$ cat src/rtl/rw_mlp_feature_sequencer.sv
// Streams 4-bit features into the classifier input vector, holds it for a settle
// window, then captures the classifier result onto a valid/ready output channel.
module rw_mlp_feature_sequencer #(
    parameter int WIDTH_A    = 4,
    parameter int NUM_A      = 11,
    parameter int OUTWIDTH   = 20,
    parameter int SETTLE_CYC = 4,
    parameter int CNT_W      = 16
) (
    input  logic                       clk,
    input  logic                       rst,
    input  logic                       feat_valid,
    output logic                       feat_ready,
    input  logic [WIDTH_A-1:0]         feat_data,
    input  logic                       feat_last,
    output logic [NUM_A*WIDTH_A-1:0]   inp,
    input  logic [OUTWIDTH-1:0]        out_cls,
    output logic                       res_valid,
    input  logic                       res_ready,
    output logic [OUTWIDTH-1:0]        res_data,
    output logic                       frame_err,
    output logic [CNT_W-1:0]           frame_cnt,
    output logic                       busy
);

    localparam int IDX_W = (NUM_A > 1) ? $clog2(NUM_A) : 1;
    localparam int SET_W = (SETTLE_CYC > 1) ? $clog2(SETTLE_CYC) : 1;
    localparam logic [IDX_W-1:0] LAST_IDX   = IDX_W'(NUM_A - 1);
    localparam logic [SET_W-1:0] LAST_SETTLE = SET_W'(SETTLE_CYC - 1);

    typedef enum logic [1:0] {
        S_LOAD   = 2'd0,
        S_SETTLE = 2'd1,
        S_HOLD   = 2'd2
    } state_t;

    state_t                     state_q, state_d;
    logic [IDX_W-1:0]           idx_q, idx_d;
    logic [SET_W-1:0]           settle_q, settle_d;
    logic [NUM_A*WIDTH_A-1:0]   inp_q, inp_d;
    logic [OUTWIDTH-1:0]        res_data_q, res_data_d;
    logic                       res_valid_q, res_valid_d;
    logic                       frame_err_q, frame_err_d;
    logic [CNT_W-1:0]           frame_cnt_q, frame_cnt_d;
    logic                       beat;

    // Handshakes: a transfer happens on a rising edge where valid and ready are
    // both high; a producer holds its payload stable until that edge.
    always_comb begin
        state_d     = state_q;
        idx_d       = idx_q;
        settle_d    = settle_q;
        inp_d       = inp_q;
        res_data_d  = res_data_q;
        res_valid_d = res_valid_q;
        frame_err_d = 1'b0;
        frame_cnt_d = frame_cnt_q;
        feat_ready  = (state_q == S_LOAD);
        busy        = (state_q == S_SETTLE) || (state_q == S_HOLD);
        beat        = feat_valid && feat_ready;

        case (state_q)
            S_LOAD: begin
                if (beat) begin
                    for (int i = 0; i < NUM_A; i++) begin
                        if (idx_q == IDX_W'(i)) begin
                            inp_d[i*WIDTH_A +: WIDTH_A] = feat_data;
                        end
                    end
                    if (idx_q == LAST_IDX) begin
                        // A frame always closes on its last slot; a missing last flag is
                        // flagged but the frame still goes through.
                        idx_d       = '0;
                        settle_d    = '0;
                        state_d     = S_SETTLE;
                        frame_err_d = !feat_last;
                    end else if (feat_last) begin
                        idx_d       = '0;
                        frame_err_d = 1'b1;
                    end else begin
                        idx_d = idx_q + IDX_W'(1);
                    end
                end
            end
            S_SETTLE: begin
                if (settle_q == LAST_SETTLE) begin
                    res_data_d  = out_cls;
                    res_valid_d = 1'b1;
                    state_d     = S_HOLD;
                end else begin
                    settle_d = settle_q + SET_W'(1);
                end
            end
            S_HOLD: begin
                if (res_ready) begin
                    res_valid_d = 1'b0;
                    frame_cnt_d = frame_cnt_q + CNT_W'(1);
                    state_d     = S_LOAD;
                end
            end
            default: begin
                state_d = S_LOAD;
            end
        endcase
    end

    always_ff @(posedge clk) begin
        if (rst) begin
            state_q     <= S_LOAD;
            idx_q       <= '0;
            settle_q    <= '0;
            inp_q       <= '0;
            res_data_q  <= '0;
            res_valid_q <= 1'b0;
            frame_err_q <= 1'b0;
            frame_cnt_q <= '0;
        end else begin
            state_q     <= state_d;
            idx_q       <= idx_d;
            settle_q    <= settle_d;
            inp_q       <= inp_d;
            res_data_q  <= res_data_d;
            res_valid_q <= res_valid_d;
            frame_err_q <= frame_err_d;
            frame_cnt_q <= frame_cnt_d;
        end
    end

    assign inp       = inp_q;
    assign res_data  = res_data_q;
    assign res_valid = res_valid_q;
    assign frame_err = frame_err_q;
    assign frame_cnt = frame_cnt_q;

endmodule

$ cat config.mk
export PLATFORM = sky130hd
export DESIGN_NAME = rw_mlp_feature_sequencer
export DESIGN_NICKNAME = d
export VERILOG_FILES = /design/src/rtl/rw_mlp_feature_sequencer.sv
export SDC_FILE = /design/constraint.sdc
export NUM_CORES = 1
export LEC_CHECK = 0
export CORE_MARGIN = 2
export CORE_UTILIZATION = 46
export CTS_CLUSTER_DIAMETER = 200
export DETAILED_ROUTE_END_ITERATION = 7
export GPL_ROUTABILITY_DRIVEN = 0
export PLACE_DENSITY = 0.79
export SYNTH_ARGS = -nofsm -noshare
export SYNTH_HDL_FRONTEND = slang
export SYNTH_SLANG_ARGS = --single-unit
$ cat constraint.sdc
create_clock -name clk -period 2 [get_ports clk]
set_clock_uncertainty 0.05 [all_clocks]
set_input_delay 0.3 -clock clk [delete_from_list [all_inputs] [get_ports clk]]
set_output_delay 0.3 -clock clk [all_outputs]
set_load 0.01 [all_outputs]
==> results of run 1 <==
-- sequential cells by signal (all words and copies together) (netlist names) --
register / flops
inp: 44
res_data: 20
frame_cnt: 16
idx_q: 4
settle_q: 2
state_q: 2
frame_err: 1
res_valid: 1
-- worst paths after layout --
check,from,end,slack [ps],depth (start not counted)
worst max-delay path,state_q[1],feat_ready,70,3
worst min-delay path,rst,frame_cnt[12],290,2
worst max register to register,state_q[0],frame_cnt[15],170,6
worst min register to register,res_data[2],res_data[2],410,2
-- cells in the mapped netlist (2+ instances only) --
cell type and instances:
xor2_1 4, and2_1 2, nor2_1 36, nand2b_1 2, xnor2_1 9, dfxtp_1 90, inv_1 9, buf_2 5
mux2i_1 16, clkbuf_1 18, nor2b_1 4, nor3_1 5, nand3_1 39, clkbuf_2 2, nand2_1 91, o21ai_0 2
a21oi_1 59, nor4_1 6, ha_1 11, nand4_1 6, buf_1 5
-- routing by layer --
metal / wire length, um / GRT usage [%] / up-vias
met5: 0 / 0 / -
met4: 82 / 5.76 / 0
met3: 564 / 6.93 / 8
met2: 4410 / 35.0 / 90
met1: 3790 / 25.8 / 1576
li1: - / - / 1675
-- cells by family (layout without fill, tap and decap cells) --
kind of cell / after synthesis / after routing
buffers and inverters: 39 / 147
XOR/XNOR: 13 / 13
adder cells (fa/ha/maj): 11 / 11
AO/OA/AOI/OAI: 66 / 66
flip-flops: 90 / 90
AND/OR/NAND/NOR: 201 / 201
multiplexers: 17 / 17
-- worst max-delay path, stage by stage, from the launching register on --
cell	delay [ps]
dfxtp_2	350
inv_2	100
ha_4	210
clkdlybuf4s50_1	560
-- placed cells by master, fill, tap and decap left out, drive strengths merged --
master         synthesis  layout
a211oi                 1       1
a21oi                 59      59
a222oi                 1       1
a2bb2oi                1       1
a31o                   1       1
a31oi                  1       1
and2                   2       2
and3b                  1       1
and4                   1       1
and4b                  1       1
and4bb                 1       1
buf                   10      11
bufinv                 0       2
clkbuf                20       9
clkdlybuf4s50          0     110
clkinv                 0       3
dfxtp                 90      90
dlygate4sd2            0       1
ha                    11      11
inv                    9      11
mux2                   1       1
mux2i                 16      16
nand2                 91      91
nand2b                 2       2
nand3                 40      40
nand4                  7       7
nand4b                 1       1
nand4bb                1       1
nor2                  36      36
nor2b                  4       4
nor3                   6       6
nor4                   6       6
o21ai                  2       2
or3                    1       1
xnor2                  9       9
xor2                   4       4
-- where the power goes --
group,leakage [nW],internal [mW],switching (mW)
Clock,0.114,0.715,0.666
Combinational,0.944,0.0903,0.0964
Sequential,0.727,1.80,0.00656
-- cell type report --
cell class	instances	area share (%)
Timing Repair Buffer	122	23.9
Tap cell	102	2.49
Sequential cell	90	35.2
Multi-Input combinational cell	308	33.4
Inverter	9	0.659
Clock buffer	9	2.42
Clock inverter	7	1.95
-- what timing repair did --
action,in CTS,in global routing
pin swaps,0,1
endpoints found under the setup margin,2,2
hold buffers,0,0
resized for setup,5,2
==> flow_summary.yaml, run 1 <==
logic_synthesis:
  yosys-mux-area-fraction_pct: 4.69
  async_flop_share_pct: 0
  post-synth-top-area-cell: "dfxtp_1"
  netlist_area_um2: 3650
  synth-seq-cells: 90
  synth_xor_area_share_pct: 3.12
  syn_avg_cell_area_um2: 8.36
  synth-edff-count: 0
  synth_top_family_by_area: "simple AND/OR/NAND/NOR gates"
  ys_types: 37
  synth_compound_area_share_pct: 9.48
  seq_area_frac_synth_pct: 49.3
  yosysWarnings: 0
  synthAdderAreaFrac_pct: 3.77
  synth_ff_type: "dfxtp_1"
  synth_simple_gate_area_share_pct: 25.4
  synth_largest_type_area_fraction_pct: 49.3
  synth_nets: 477
  synthCells: 437
  synth_area_leaders: "dfxtp_1, nand2_1, a21oi_1"
run:
  max_cap_viol_count: 0
sta:
  finalHoldViolCount: 0
  setup_tns_ps: 0
  finalWorstSetupSlack_ps: 73.7
  hold_ws_ps: 289
  finalMaxSlewViolations: 0
  period_share_pct: 96.3
  layout_min_cycle_time_ps: 1930
  rsz0062_at_grt: "false"
  maxSlewHeadroom_pct: 62.2
  worstMarginPinSlew_ps: 566
  setup_violations: 0
  fmax_mhz: 519
cts:
  clock-sinks: 90
  clock-root-buffer: "clkbuf_8"
  post_cts_buffers: 0
  clk_pin_slew_ps: 90
  numCtsBuffers: 9
  cts_tree: "done"
  insertion_delay_ps: 360
  cts_buffer_depth: 2
  cts-htree-levels: 3
critical_path:
  critPathLaunchType: "register"
  crit_type: "register to output pin"
  cp_max_fo: 10
  endpoint_kind: "output pin"
  worst_ep_required_time_ps: 1650
  worstPathArrival_ps: 1580
global_route:
  grt.total_usage_pct: 20.9
  grt_pass1_vias: 3141
  grt_max_degree: 50
  grt_pass1_wl_um: 14700
  antenna_found_initial: 0
  overflow: 0
floorplanning:
  fp.dieH_um: 93.1
  dieArea_um2: 8670
  rows: 32
  initial_core_util_pct: 47.3
  ioPinCount: 113
  coreArea_um2: 7730
  fp.dieW_um: 93.1
final_layout:
  multi_input_area_um2: 1710
  area_delta_synth_final_pct: 40.3
  nets: 580
  final_layout_size_suffix_gt1_share_pct: 6.97
  post-route-util_pct: 66.4
  diodes: 0
  regArea_um2: 1800
  final_area_um2: 5130
  nFillCells: 618
  final_cells: 647
power:
  power.total_mw: 3.37
  leakagePower_nw: 1.78
  vdd_drop_max_mv: 0.427
  power.density_nw_per_um2: 658
route:
  num_vias: 3349
  drt_iter0_drc: 147
  via_per_inst: 5.18
  ant_nets: 0
  drt-pass1-iter-count: 4
  finalWirelength_um: 8850
  wl_per_cell_um: 13.7
  drc_errors: 0
placed_design:
  portBuffers: 112
  dpl.hpwl_um: 6140
  place_area_um2: 4890
  post-place-ws_ps: -43.9
  dp.cells: 631
worst_hold_path:
  hp-class: "input pin to register"
status:
  status: "complete, no violations"
Note: power is estimated with default switching activity, not from simulation.
==> run 2, diff against run 1 <==
--- a/config.mk
+++ b/config.mk
@@ -7,7 +7,6 @@
 export LEC_CHECK = 0
 export CORE_MARGIN = 2
 export CORE_UTILIZATION = 46
-export CTS_CLUSTER_DIAMETER = 200
 export DETAILED_ROUTE_END_ITERATION = 7
 export GPL_ROUTABILITY_DRIVEN = 0
 export PLACE_DENSITY = 0.79
==> results of run 2 <==
The final DEF is identical to that of run 1; final timing and power are the same.
==> run 3, diff against run 2 <==
--- a/config.mk
+++ b/config.mk
@@ -13,3 +13,4 @@
 export SYNTH_ARGS = -nofsm -noshare
 export SYNTH_HDL_FRONTEND = slang
 export SYNTH_SLANG_ARGS = --single-unit
+export TNS_END_PERCENT = 20
==> results of run 3 <==
The final DEF is identical to that of run 1; final timing and power are the same.
